[src/rtl/io_bus_pkg.sv]
// Shared constants for the memory-mapped I/O port bus: port addresses, default widths,
// request opcodes and the bus-master state encoding.
package io_bus_pkg;

  localparam int DATA_W_DEF = 4;
  localparam int ADDR_W_DEF = 11;

  // The I/O port block decodes against these same two addresses.
  localparam logic [10:0] IN_PORT_ADDR  = 11'h0FE;
  localparam logic [10:0] OUT_PORT_ADDR = 11'h0FF;

  localparam logic [1:0] OP_READ  = 2'b00;
  localparam logic [1:0] OP_WRITE = 2'b01;
  localparam logic [1:0] OP_POLL  = 2'b10;
  localparam logic [1:0] OP_RSVD  = 2'b11;

  typedef enum logic [2:0] {
    IDLE      = 3'd0,
    RD_ADDR   = 3'd1,
    RD_SAMPLE = 3'd2,
    WR        = 3'd3,
    RESP      = 3'd4
  } io_bus_state_e;

endpackage

[src/rtl/io_addr_decode.sv]
// Combinational legality check of a request's op and address against the port map.
// Poll is legal only when IO_BUS_MASTER_POLL_EN is defined.
module io_addr_decode
  import io_bus_pkg::*;
#(
  parameter int ADDR_W = ADDR_W_DEF
) (
  input  logic [1:0]        op,
  input  logic [ADDR_W-1:0] addr,
  output logic              legal
);

  logic is_in_port;
  logic is_out_port;

  assign is_in_port  = (addr == ADDR_W'(IN_PORT_ADDR));
  assign is_out_port = (addr == ADDR_W'(OUT_PORT_ADDR));

  always_comb begin
    legal = 1'b0;
    case (op)
      OP_READ:  legal = is_in_port;
      OP_WRITE: legal = is_out_port;
`ifdef IO_BUS_MASTER_POLL_EN
      OP_POLL:  legal = is_in_port;
`else
      OP_POLL:  legal = 1'b0;
`endif
      OP_RSVD:  legal = 1'b0;
      default:  legal = 1'b0;
    endcase
  end

endmodule

[src/rtl/io_bus_master.sv]
// Bus initiator turning read/write/poll requests into registered read_en/write_en bus cycles.
// Define IO_BUS_MASTER_POLL_EN to support the poll op and its attempt counter.
module io_bus_master
  import io_bus_pkg::*;
#(
  parameter int DATA_W       = DATA_W_DEF,
  parameter int ADDR_W       = ADDR_W_DEF,
  parameter int POLL_TIMEOUT = 255
) (
  input  logic              clk,
  input  logic              rst,
  // Request handshake: a request transfers on the rising edge where req_valid && req_ready.
  // req_ready is high only in IDLE; req_valid while not ready is dropped, not queued.
  input  logic              req_valid,
  output logic              req_ready,
  input  logic [1:0]        req_op,
  input  logic [ADDR_W-1:0] req_addr,
  input  logic [DATA_W-1:0] req_wdata,
  input  logic [DATA_W-1:0] req_mask,
  output logic              resp_valid,
  output logic [DATA_W-1:0] resp_data,
  output logic              resp_err,
  output logic              read_en,
  output logic              write_en,
  output logic [ADDR_W-1:0] in_addr,
  output logic [DATA_W-1:0] in_data,
  input  logic [DATA_W-1:0] out_data,
  output logic [2:0]        dbg_state
);

  io_bus_state_e     state_q, state_d;
  logic              ready_q, ready_d;
  logic              read_en_q, read_en_d;
  logic              write_en_q, write_en_d;
  logic [ADDR_W-1:0] in_addr_q, in_addr_d;
  logic [DATA_W-1:0] in_data_q, in_data_d;
  logic              resp_valid_q, resp_valid_d;
  logic [DATA_W-1:0] resp_data_q, resp_data_d;
  logic              resp_err_q, resp_err_d;
  logic              legal;

  io_addr_decode #(.ADDR_W(ADDR_W)) u_decode (
    .op    (req_op),
    .addr  (req_addr),
    .legal (legal)
  );

`ifdef IO_BUS_MASTER_POLL_EN
  localparam int CNT_W = $clog2(POLL_TIMEOUT + 1);
  localparam logic [CNT_W-1:0] CNT_MAX = CNT_W'(POLL_TIMEOUT);

  logic [CNT_W-1:0]  cnt_q, cnt_d;
  logic              poll_q, poll_d;
  logic [DATA_W-1:0] match_q, match_d;
  logic [DATA_W-1:0] mask_q, mask_d;
  logic              poll_hit;
  logic              last_try;

  assign poll_hit = ((out_data & mask_q) == (match_q & mask_q));
  // The sample being judged is attempt cnt_q+1; the last one allowed is attempt POLL_TIMEOUT.
  assign last_try = (cnt_q >= CNT_MAX - 1'b1);

  always_ff @(posedge clk) begin
    if (rst) begin
      cnt_q   <= '0;
      poll_q  <= 1'b0;
      match_q <= '0;
      mask_q  <= '0;
    end else begin
      cnt_q   <= cnt_d;
      poll_q  <= poll_d;
      match_q <= match_d;
      mask_q  <= mask_d;
    end
  end
`else
  logic unused_poll;
  assign unused_poll = ^{req_mask, 32'(POLL_TIMEOUT)};
`endif

  always_ff @(posedge clk) begin
    if (rst) begin
      state_q      <= IDLE;
      ready_q      <= 1'b1;
      read_en_q    <= 1'b0;
      write_en_q   <= 1'b0;
      in_addr_q    <= '0;
      in_data_q    <= '0;
      resp_valid_q <= 1'b0;
      resp_data_q  <= '0;
      resp_err_q   <= 1'b0;
    end else begin
      state_q      <= state_d;
      ready_q      <= ready_d;
      read_en_q    <= read_en_d;
      write_en_q   <= write_en_d;
      in_addr_q    <= in_addr_d;
      in_data_q    <= in_data_d;
      resp_valid_q <= resp_valid_d;
      resp_data_q  <= resp_data_d;
      resp_err_q   <= resp_err_d;
    end
  end

  // Every output is computed for the state being entered, so strobes line up with their state.
  always_comb begin
    state_d      = state_q;
    read_en_d    = 1'b0;
    write_en_d   = 1'b0;
    in_addr_d    = in_addr_q;
    in_data_d    = in_data_q;
    resp_valid_d = 1'b0;
    resp_data_d  = resp_data_q;
    resp_err_d   = resp_err_q;
`ifdef IO_BUS_MASTER_POLL_EN
    cnt_d        = cnt_q;
    poll_d       = poll_q;
    match_d      = match_q;
    mask_d       = mask_q;
`endif

    case (state_q)
      IDLE: begin
        if (req_valid) begin
          if (!legal) begin
            state_d      = RESP;
            resp_valid_d = 1'b1;
            resp_err_d   = 1'b1;
            resp_data_d  = '0;
          end else if (req_op == OP_WRITE) begin
            state_d    = WR;
            write_en_d = 1'b1;
            in_addr_d  = req_addr;
            in_data_d  = req_wdata;
          end else begin
            state_d   = RD_ADDR;
            read_en_d = 1'b1;
            in_addr_d = req_addr;
`ifdef IO_BUS_MASTER_POLL_EN
            cnt_d   = '0;
            poll_d  = (req_op == OP_POLL);
            match_d = req_wdata;
            mask_d  = req_mask;
`endif
          end
        end
      end

      RD_ADDR: state_d = RD_SAMPLE;

      RD_SAMPLE: begin
        resp_data_d = out_data;
`ifdef IO_BUS_MASTER_POLL_EN
        if (poll_q && !poll_hit) begin
          cnt_d = (cnt_q == CNT_MAX) ? cnt_q : cnt_q + 1'b1;
          if (last_try) begin
            state_d      = RESP;
            resp_valid_d = 1'b1;
            resp_err_d   = 1'b1;
          end else begin
            state_d   = RD_ADDR;
            read_en_d = 1'b1;
          end
        end else begin
          state_d      = RESP;
          resp_valid_d = 1'b1;
          resp_err_d   = 1'b0;
        end
`else
        state_d      = RESP;
        resp_valid_d = 1'b1;
        resp_err_d   = 1'b0;
`endif
      end

      WR: begin
        state_d      = RESP;
        resp_valid_d = 1'b1;
        resp_err_d   = 1'b0;
        resp_data_d  = '0;
      end

      RESP:    state_d = IDLE;
      default: state_d = IDLE;
    endcase

    ready_d = (state_d == IDLE);
  end

  assign req_ready  = ready_q;
  assign read_en    = read_en_q;
  assign write_en   = write_en_q;
  assign in_addr    = in_addr_q;
  assign in_data    = in_data_q;
  assign resp_valid = resp_valid_q;
  assign resp_data  = resp_data_q;
  assign resp_err   = resp_err_q;
  assign dbg_state  = state_q;

endmodule

[config.mk]
export PLATFORM = sky130hd
export DESIGN_NAME = io_bus_master
export DESIGN_NICKNAME = d
export VERILOG_FILES = /design/src/rtl/io_bus_pkg.sv /design/src/rtl/io_addr_decode.sv /design/src/rtl/io_bus_master.sv
export SDC_FILE = /design/constraint.sdc
export NUM_CORES = 1
export LEC_CHECK = 0
export ABC_AREA = 1
export BUFFER_PORTS_ARGS = -buffer_cell sky130_fd_sc_hd__buf_4
export CAP_MARGIN = 40
export CORE_MARGIN = 4
export CORE_UTILIZATION = 43
export CTS_BUF_LIST = sky130_fd_sc_hd__clkbuf_8
export CTS_CLUSTER_DIAMETER = 100
export CTS_CLUSTER_SIZE = 16
export DETAILED_ROUTE_END_ITERATION = 16
export PLACE_DENSITY = 0.75
export RECOVER_POWER = 100
export SYNTH_ARGS = -nofsm -noshare
export SYNTH_HDL_FRONTEND = slang
export SYNTH_SLANG_ARGS = --single-unit
[constraint.sdc]
create_clock -name clk -period 1.7 [get_ports clk]
set_clock_uncertainty 0.1 [all_clocks]
set_input_delay 0.085 -clock clk [delete_from_list [all_inputs] [get_ports clk]]
set_output_delay 0.085 -clock clk [all_outputs]
set_load 0.01 [all_outputs]
Word level (Yosys, flattened, before mapping). Index checks and enable logic that the tools add are counted.

Flip-flop bits (word level): 27. Input bits: 28. Output and inout bits: 27. Logic and storage cells: 50.

Eq/ne operators: 10. Muxes and demuxes: 16. Bitwise operators: 3. Reduce and logical (&&, ||, !) cells: 12.

Operators with widths (count): == test 11 x 8 -> 1 bit (second input constant) (2); case mux 4 bit (3 select lines) (1); case mux 3 bit (3 select lines) (1); AND reduction 3 bit (3); two-way mux 4 bit (2); == test 3 x 2 -> 1 bit (second input constant) (2); zero test 3 bit (2); two-way mux 1 bit (6); two-way mux 3 bit (2); == test 2 bit (second input constant) (2); inequality test 2 bit (second input constant) (2); case mux 1 bit (2 select lines) (2); AND reduction 4 bit (1); OR reduction 2 bit (2); OR reduction 4 bit (1); == test 3 x 1 -> 1 bit (second input constant) (1); inverter 1 bit (3); case mux 1 bit (3 select lines) (1); nonzero test 3 bit (1); == test 2 x 1 -> 1 bit (second input constant) (1); zero test 2 bit (1); two-way mux 2 bit (1); nonzero test 2 bit (1).

Depth between registers and ports, before layout. Gate-level depths: netlist of run 1.

Word-level depth: 7. Gate-level depth with buffers: 8. Gate-level depth less buffers: 8.

Hierarchy. Synthesis of run 1 repeated with hierarchy kept, for this count alone.

Cell total of the unflattened synthesis: 142. Area, all modules: 1062.3 sq um.

Modules (own cells, without submodules): io_bus_master (times used 1, cells an instance 129, area each 1002.2 sq um, seq. area each 540.5 sq um); io_addr_decode (times used 1, cells an instance 13, area each 60.1 sq um, seq. area each 0.0 sq um).

Worst setup path after synthesis of run 1. OpenSTA, ideal clock, no wires.

Path kind: register -> register. Start point: register state_q[1], in the netlist dbg_state[1]. End point: register in_addr_q[10], in the netlist in_addr[10]. Library setup time: 0.111 ns. Arrival time: 1.066 ns. Slack: 0.423 ns. Stages on the path, launching flop included: 8. Period minus slack after synthesis: 1.277 ns. Cells stage by stage: dfxtp_1 nor2_2 nand2_2 nor2_8 nand3_4 buf_6 nand3_1 inv_1.

Cells in the longest elaborated chain, start to end: 2.

RTL lines: from (decl) (line io_bus_master.sv:31) `io_bus_state_e state_q, state_d;`; from (signal assigned) (line io_bus_master.sv:93) `state_q <= state_d;`; zero test 3 bit (line io_bus_master.sv:122) `case (state_q)`; AND reduction 3 bit (no source line); to (signal assigned) (line io_bus_master.sv:97) `in_addr_q <= in_addr_d;`; to (decl) (line io_bus_master.sv:35) `logic [ADDR_W-1:0] in_addr_q, in_addr_d;`.

No other way between the ends. A chain may end at the register's enable or synchronous reset.

Worst setup path after layout of run 1.
Start point: input req_addr[0]. End point: register in_addr_q[10], in the netlist in_addr[10].

Cells in the longest elaborated chain, start to end: 3.

RTL lines: from (decl) (line io_bus_master.sv:17) `input logic [ADDR_W-1:0] req_addr,`; == test 11 x 8 -> 1 bit (on tied branches) (line io_addr_decode.sv:17, io_addr_decode.sv:16); case mux 1 bit (3 select lines) * (line io_addr_decode.sv:21) `case (op)`; AND reduction 3 bit (no source line) *.

Every way passes the cells marked *; elsewhere a longest branch is shown, timed or not.

==> impl_metrics.ini, run 1 <==
[finish]
drive_above_1_share = 0.220
utilization = 0.607
antenna_cells = 0
final-seq-area_um2 = 541
final_cells = 221
n_fill_cell = 252
syn_to_final_growth_pct = 34.2
nets = 220
multiInputGateArea_um2 = 428

[synth]
synthMostInstantiatedCell = dfxtp_1
synthCells = 131
synth_top_area_frac = 0.478
netlist_area_um2 = 1130
yosys_warnings = 0
synthDistinctLibCells = 25
synth_commonest_cells = dfxtp_1, inv_1, nand2_1
synth_edf_count = 0
avgSynthCellArea_um2 = 8.62
synthArstFlopShare = 0
synth_seq_area_share = 0.478
synth.area.top_cells = dfxtp_1, inv_1, nand2_1
yosysTopAreaCell = dfxtp_1
synth_nets = 159
ys.flop_type = dfxtp_1
ys_seq_elements = 27

[setup_path]
timing.rr.start = dbg_state[1]
path_depth = 9
crit_end = in_addr[10]
cp-start-kind = primary input
crit_type = primary input to register
cp.required_ps = 1770
crit_family = buffers and inverters
r2r-end = in_addr[10]
worst-path-max-fanout = 9
rr_worst_depth = 7
cp_cell_sequence = dlygate4sd3_1, buf_4, nand2_1, nand2_1, nor2_8, nand3_4, buf_4, nand3_1, inv_1
endpoint_kind = register
slowest_stage = dlygate4sd3_1
r2r_setup_slack_ps = 340
startpoint = req_addr[0]
critPathBufInv = 4
slowest_delay_ps = 550
arrival_ps = 1570

[clocking]
root_buffer = clkbuf_8
htree_levels = 1
cts_resized = 0
cts_sinks = 27
cts_tree = built
cts.clk_slew.worst_paths_ps = 80
cts_buffers = 3
clk_latency_ps = 260
clk_path_buf_depth = 2

[sta]
tightest_slew_ps = 473
finalSetupViolCount = 0
period_needed_ps = 1510
slew_violations = 0
slew-limit-headroom = 0.682
fmax_mhz = 663
hold_violations = 0
setup_slack_ps = 191
setup_tns_ps = 0
rsz0062_at_grt = no
post-route-period-util = 0.888

[grt]
grt_overflow = 0
grt_max_degree = 21
grt_pass1_wl_um = 4000
antenna_found_initial = 0
grt_pass1_vias = 930
grt_use_total = 0.149

[placed_design]
dpl_worst_slack_ps = 318
finalWeightedCongestion = 0.734
dp_cells = 208
dp_hpwl_um = 1820
portBuffers = 50

[floorplanning]
start_util = 0.452
die_x_um = 59.3
core_area_um2 = 2500
boundaryPins = 55
dieArea_um2 = 3510
fp-row-count = 18
die_h_um = 59.3

[pwr]
power_density_nw_per_um2 = 719
vdd_drop_max_v = 0.000570
cellLeakagePower_nw = 0.689

[detailed_routing]
drtPass1Iterations = 4
drt-total-wl_um = 2440
vias = 979
drt-vias-per-instance = 4.43
drc_errors = 0
ant_nets = 0
avgRoutedWirePerCell_um = 11.0
drt-initial-drc-count = 17

[hold_path]
hold_path.class = primary input to register

[run_status]
status = complete, no violations

[run]
cap_violations = 0
[logic make-up after synthesis]
kind of cell / synth area share
buffers and inverters: 0.105
and+or+nand+nor: 0.306
DFF: 0.478
AOI/OAI and AO/OA: 0.111
[cell usage in the layout, fill, tap and decap left out]
cell type	Yosys	final
clkinv_1	1	1
inv_1	22	23
nor3_2	1	1
dfxtp_1	27	27
or2_0	1	1
buf_4	0	24
clkbuf_8	0	3
nand2_1	18	21
nand2_2	4	2
nand3_4	1	1
inv_2	2	2
dlygate4sd3_1	0	9
clkbuf_1	1	27
a21oi_4	2	1
a21oi_2	6	1
nor2_8	2	2
nand4_4	1	1
o21ai_0	1	2
nor3_1	1	1
nor2_4	1	1
a21oi_1	6	12
nor2_2	2	2
nand2_4	2	1
nand3_1	10	10
nor2_1	15	15
[timing repair]
item / 4_1_cts / 5_1_grt
buffers inserted: 0 / 0
hold endpoints to repair: 9 / 0
hold buffers: 9 / 0
[state kept, by name, indices dropped and copies added (netlist names)]
| signal | flops |
|---|---|
| in_addr | 11 |
| write_en | 1 |
| resp_data | 4 |
| req_ready | 1 |
| in_data | 4 |
| read_en | 1 |
| dbg_state | 3 |
| resp_err | 1 |
| resp_valid | 1 |
[how the worst min path moves through the flow]
stage | start | endpoint | slack (ps) | cells after the start
after floorplan | req_addr[0] | in_addr[0] | 120 | 2
after global placement | req_wdata[3] | in_data[3] | 210 | 3
after detailed placement | req_wdata[0] | in_data[0] | 210 | 3
after CTS | req_op[1] | read_en | 60 | 3
after global routing | rst | in_addr[3] | 30 | 2
final | rst | in_addr[3] | 40 | 2
[layout make-up]
| class | count | share of cell area |
|---|---|---|
| Inverter | 25 | 0.0619 |
| Multi-Input combinational cell | 75 | 0.282 |
| Sequential cell | 27 | 0.356 |
| Clock buffer | 3 | 0.0272 |
| Tap cell | 30 | 0.0248 |
| Clock inverter | 1 | 0.00248 |
| Timing Repair Buffer | 60 | 0.245 |
[layer usage]
| metal | part of all wire | global-route usage |
|---|---|---|
| met1 | 0.38 | 0.167 |
| met2 | 0.56 | 0.273 |
| met3 | 0.063 | 0.0392 |
| met4 | 0 | 0.0388 |
| met5 | 0 | 0 |
[report_power, final]
part	switching (W)	internal, W
Clock	0.000174	0.000161
Combinational	0.0000540	0.0000616
Sequential	0.00000287	0.000638
[worst register-to-register path, delay by kind of cell, from the launching register on]
family / cells / cell delay, ps
buf+inv: 2 / 240
flops: 1 / 340
simple gates: 5 / 580
[metrics by stage]
step	hold slack [ps]	power (W)	cell area, um^2
floorplan	120	0.000708	1130
global placement	209	0.000761	1530
detailed placement	215	0.000765	1530
CTS	56.7	0.00111	1660
global route	28.3	0.00116	1520
finish	38.7	0.00109	1520
Power figures use the tool's default switching activity.
==> run 2: changes to the inputs <==
--- a/config.mk
+++ b/config.mk
@@ -14,7 +14,7 @@
 export CTS_CLUSTER_DIAMETER = 100
 export CTS_CLUSTER_SIZE = 16
 export DETAILED_ROUTE_END_ITERATION = 16
-export PLACE_DENSITY = 0.75
+export PLACE_DENSITY = 0.72
 export RECOVER_POWER = 100
 export SYNTH_ARGS = -nofsm -noshare
 export SYNTH_HDL_FRONTEND = slang
==> run 2 against run 1 <==
Against the previous run:
- sequential power about the same
- cell count did not move
- maximum frequency grew 2.5%
- count of clock-buffer cells in the layout is the same
- via count up 2.9%
- largest power group unchanged
- combinational power about the same
==> impl_metrics.ini, run 2 (synthesized netlist as in run 1, its figures left out) <==
[detailed_routing]
ant_nets = 0
wl_met1_um = 999
drc_errors = 0
topRoutingLayerUsed = met4
drtPass1Iterations = 4
vias = 1007
drt-vias-per-instance = 4.56
avgRoutedWirePerCell_um = 11.7
drt-initial-drc-count = 18
wl_met2_um = 1350
drt-total-wl_um = 2580
wl_met3_um = 187

[pwr]
switching_share = 0.214
comb_power_share = 0.106
cellLeakagePower_nw = 0.688
clkPwrFrac = 0.308
p_sw_w = 0.000234
power_density_nw_per_um2 = 727
intPower_w = 0.000860
p_seq_frac = 0.585
vdd_drop_max_v = 0.000766
p_total_w = 0.00109

[placed_design]
portBuffers = 50
dp_hpwl_um = 1840
finalWeightedCongestion = 0.757
dpl_worst_slack_ps = 362

[setup_path]
crit_type = primary input to register
cp-start-kind = primary input
slowest_delay_ps = 540
crit_top_cell = nand2_1
cp.required_ps = 1790
slowest_stage = dlygate4sd3_1
crit_family = buffers and inverters
arrival_ps = 1570
endpoint_kind = register
cp_cell_sequence = dlygate4sd3_1, buf_4, nand2_1, nand2_1, nor2_8, nand2_1, nand2_4, nand3_1, a21oi_1
critPathBufInv = 2
worst-path-max-fanout = 8

[sta]
fmax_mhz = 679
post-route-period-util = 0.866
slew-limit-headroom = 0.723
hold_violations = 0
setup_slack_ps = 227
rsz0062_at_grt = no
slew_violations = 0
finalSetupViolCount = 0
period_needed_ps = 1470
setup_tns_ps = 0
hold_ws_ps = 45.3
tightest_slew_ps = 412

[clocking]
root_buffer = clkbuf_8
clk_latency_ps = 260
post-cts-setup-buffers = 0
htree_levels = 1
cts_buffers = 3
cts_tree = built
clk_path_buf_depth = 2
cts.clk_slew.worst_paths_ps = 80
cts_sinks = 27

[grt]
grt_max_degree = 21
grt_pass1_vias = 1014
grt_overflow = 0
grt_pass1_wl_um = 4380
antenna_found_initial = 0
grt_use_total = 0.162

[floorplanning]
die_h_um = 59.3
fp-row-count = 18
core_area_um2 = 2500
die_x_um = 59.3
start_util = 0.452
boundaryPins = 55
dieArea_um2 = 3510

[finish]
multiInputGateArea_um2 = 417
syn_to_final_growth_pct = 33.2
drive_above_1_share = 0.215
nets = 220
final_cell_mix = dfxtp_1, clkbuf_1, buf_4
utilization = 0.602
largest_register_ffs = 11
n_fill_cell = 260
antenna_cells = 0
final-seq-area_um2 = 541

[hold_path]
hold_path.class = primary input to register

[run_status]
status = complete, no violations

[run]
cap_violations = 0
run 2: cell counts in the layout (fill, tap and decap cells not counted):
No cell type changed its count.
run 2: final timing paths:
| kind | end | slack, ps | cells past startpoint | start |
|---|---|---|---|---|
| worst min register to register | in_addr[10] | 360 | 2 | in_addr[10] |
| worst max-delay path | resp_data[1] | 230 | 9 | req_addr[0] |
| worst min-delay path | dbg_state[0] | 50 | 2 | rst |
| worst max register to register | in_addr[2] | 370 | 6 | dbg_state[1] |
run 2: layer usage:
layer	GRT usage	vias up
met3	0.0327	6
met4	0.0485	0
li1	-	515
met5	0	-
met1	0.180	455
met2	0.306	31
run 2: timing repair:
| action | in CTS | in global routing |
|---|---|---|
| hold buffers | 9 | 0 |
| hold endpoints to repair | 9 | 0 |
| gates resized for setup | 0 | 0 |
run 2: through the flow:
stage                     area [um^2]  std cells
after floorplan                  1130        131
after global placement           1530        208
after detailed placement         1530        208
after CTS                        1660        221
after global routing             1510        221
final                            1510        221
run 2: power groups by stage:
| stage | logic (W) | clock network, W | registers (W) |
|---|---|---|---|
| 3_3_place_gp | 0.000106 | 0 | 0.000656 |
| 5_1_grt | 0.000127 | 0.000375 | 0.000642 |
| 3_5_place_dp | 0.000108 | 0 | 0.000656 |
| 2_1_floorplan | 0.0000492 | 0 | 0.000658 |
| 4_1_cts | 0.000125 | 0.000349 | 0.000641 |
| 6_report | 0.000116 | 0.000338 | 0.000641 |
run 2: final cells by class:
class | instances | share of cell area
clock buffers | 3 | 0.0274
clock inverters | 1 | 0.00249
inverters | 25 | 0.0623
multi-input cells | 75 | 0.277
flip-flops and latches | 27 | 0.359
well taps | 30 | 0.0249
repair buffers | 60 | 0.247
==> run 3: changes to the inputs <==
--- a/config.mk
+++ b/config.mk
@@ -9,12 +9,12 @@
 export BUFFER_PORTS_ARGS = -buffer_cell sky130_fd_sc_hd__buf_4
 export CAP_MARGIN = 40
 export CORE_MARGIN = 4
-export CORE_UTILIZATION = 43
+export CORE_UTILIZATION = 42
 export CTS_BUF_LIST = sky130_fd_sc_hd__clkbuf_8
 export CTS_CLUSTER_DIAMETER = 100
 export CTS_CLUSTER_SIZE = 16
 export DETAILED_ROUTE_END_ITERATION = 16
-export PLACE_DENSITY = 0.72
+export PLACE_DENSITY = 0.74
 export RECOVER_POWER = 100
 export SYNTH_ARGS = -nofsm -noshare
 export SYNTH_HDL_FRONTEND = slang
==> constraint.sdc (replaced) <==
create_clock -name clk -period 1.2 [get_ports clk]
set_clock_uncertainty 0.1 [all_clocks]
set_input_delay 0.06 -clock clk [delete_from_list [all_inputs] [get_ports clk]]
set_output_delay 0.06 -clock clk [all_outputs]
set_load 0.01 [all_outputs]
==> run 3 against run 2 <==
Against the previous run:
- the flow now finishes with violations (setup timing)
- critical path depth is 2 lower
- non-clock buffer count is 10 higher
- highest routed layer unchanged
- design area is 16% higher
- first-iteration DRC count is 67% lower
- largest power group unchanged
- wire length is 9.8% higher
==> impl_metrics.ini, run 3 (synthesized netlist as in run 1, its figures left out) <==
[setup_path]
timing.rr.start = dbg_state[1]
worst-path-max-fanout = 5
cp.required_ps = 1310
endpoint_kind = register
crit_type = register to register
rr_worst_depth = 7
arrival_ps = 1380
r2r_setup_slack_ps = -60
cp-start-kind = register
r2r-end = in_data[1]

[finish]
final_cells = 232
utilization = 0.691
antenna_cells = 0
final_cell_mix = buf_4, dfxtp_1, clkbuf_1
layout_commonest_cell = buf_4
drive_above_1_share = 0.391
design_area_um2 = 1740
nets = 231
largest_register_ffs = 11
syn_to_final_growth_pct = 54.3

[pwr]
power_density_nw_per_um2 = 916
cellLeakagePower_nw = 0.780
vdd_drop_max_v = 0.00108

[placed_design]
dpl_worst_slack_ps = -116
finalWeightedCongestion = 0.702
dp_cells = 216
portBuffers = 50
postPlaceCellArea_um2 = 1610
dp_hpwl_um = 1990

[sta]
finalSetupViolCount = 18
rsz0062_at_grt = yes
tightest_slew_ps = 388
slew_violations = 0
fmax_mhz = 792
setup_slack_ps = -63.3
hold_violations = 0
post-route-period-util = 1.05
period_needed_ps = 1260
slew-limit-headroom = 0.741

[detailed_routing]
vias = 1058
drtPass1Iterations = 4
drc_errors = 0
drt-vias-per-instance = 4.56
avgRoutedWirePerCell_um = 12.2
drt-initial-drc-count = 6
drt-total-wl_um = 2830
ant_nets = 0

[run_status]
violations = setup timing
status = finished with violations

[floorplanning]
dieArea_um2 = 3580
die_h_um = 59.9
core_area_um2 = 2520
start_util = 0.448
die_x_um = 59.9
boundaryPins = 55
fp-row-count = 18

[clocking]
cts.clk_slew.worst_paths_ps = 90
htree_levels = 1
cts_tree = built
cts_buffers = 3
cts_sinks = 27
clk_latency_ps = 260
clk_path_buf_depth = 2
root_buffer = clkbuf_8

[grt]
grt_max_degree = 15
grtUsageMet1 = 0.191
grt_overflow = 0
gr-usage-met2 = 0.292
grt_use_total = 0.162
grt_pass1_wl_um = 4550
met3_usage = 0.0410
antenna_found_initial = 0
grt_busiest_layer = met2
grt_pass1_vias = 1067

[run]
cap_violations = 0

[hold_path]
hold_path.class = primary input to register
holdPathEnd = read_en
hold_depth = 3
holdCritStartpoint = req_op[1]
[run 3: repair_timing]
item	4_1_cts	5_1_grt
gates cloned	0	1
gates resized for setup	7	9
endpoints found under the setup margin	25	23
setup buffers	1	0
hold buffers	9	1
hold endpoints to repair	15	1
pin swaps	3	6
[run 3: through the flow]
stage                     total power (W)  hold WS [ps]  TNS [ps]
after floorplan                   0.00100          94.9      -393
after detailed placement          0.00110           192     -1580
final                             0.00160          49.6      -741
after global placement            0.00109           180     -1110
after CTS                         0.00160         -52.5      -471
after global routing              0.00167          68.4     -2310
[run 3: metal layers]
layer | vias to the layer above | part of all wire
li1 | 543 | -
met1 | 480 | 0.43
met2 | 33 | 0.50
met3 | 2 | 0.067
met4 | 0 | 0.0049
met5 | - | 0
[run 3: cell type report]
type / count / area [um^2]
timing repair buffer: 70 / 477
fill: 219 / 779
multi-input combinational: 76 / 544
sequential: 27 / 546
clock buffer: 3 / 41.3
clock inverter: 1 / 3.75
inverter: 25 / 93.8
tap: 30 / 37.5
[run 3: power breakdown]
group | switching, W | internal [W]
sequential | 0.00000445 | 0.000903
clock | 0.000265 | 0.000229
combinational | 0.0000920 | 0.000104
total | 0.000362 | 0.00124
[run 3: worst max-delay path, cell delays in order, from the launching register on]
cell     delay, ps
dfxtp_2        340
nor2_4         130
nand2_4         70
nor2_8         140
nand4_2        180
nand2_1        100
nand2_1         60
nor2_1          80
[run 3: how the worst max path moves through the flow]
| stage | startpoint | endpoint | cells after the start |
|---|---|---|---|
| 2_1_floorplan | dbg_state[2] | in_addr[10] | 7 |
| 3_3_place_gp | dbg_state[2] | in_addr[10] | 7 |
| 3_5_place_dp | dbg_state[2] | in_addr[10] | 7 |
| 4_1_cts | dbg_state[1] | in_addr[0] | 8 |
| 5_1_grt | dbg_state[1] | in_addr[0] | 8 |
| 6_report | dbg_state[1] | in_data[1] | 7 |
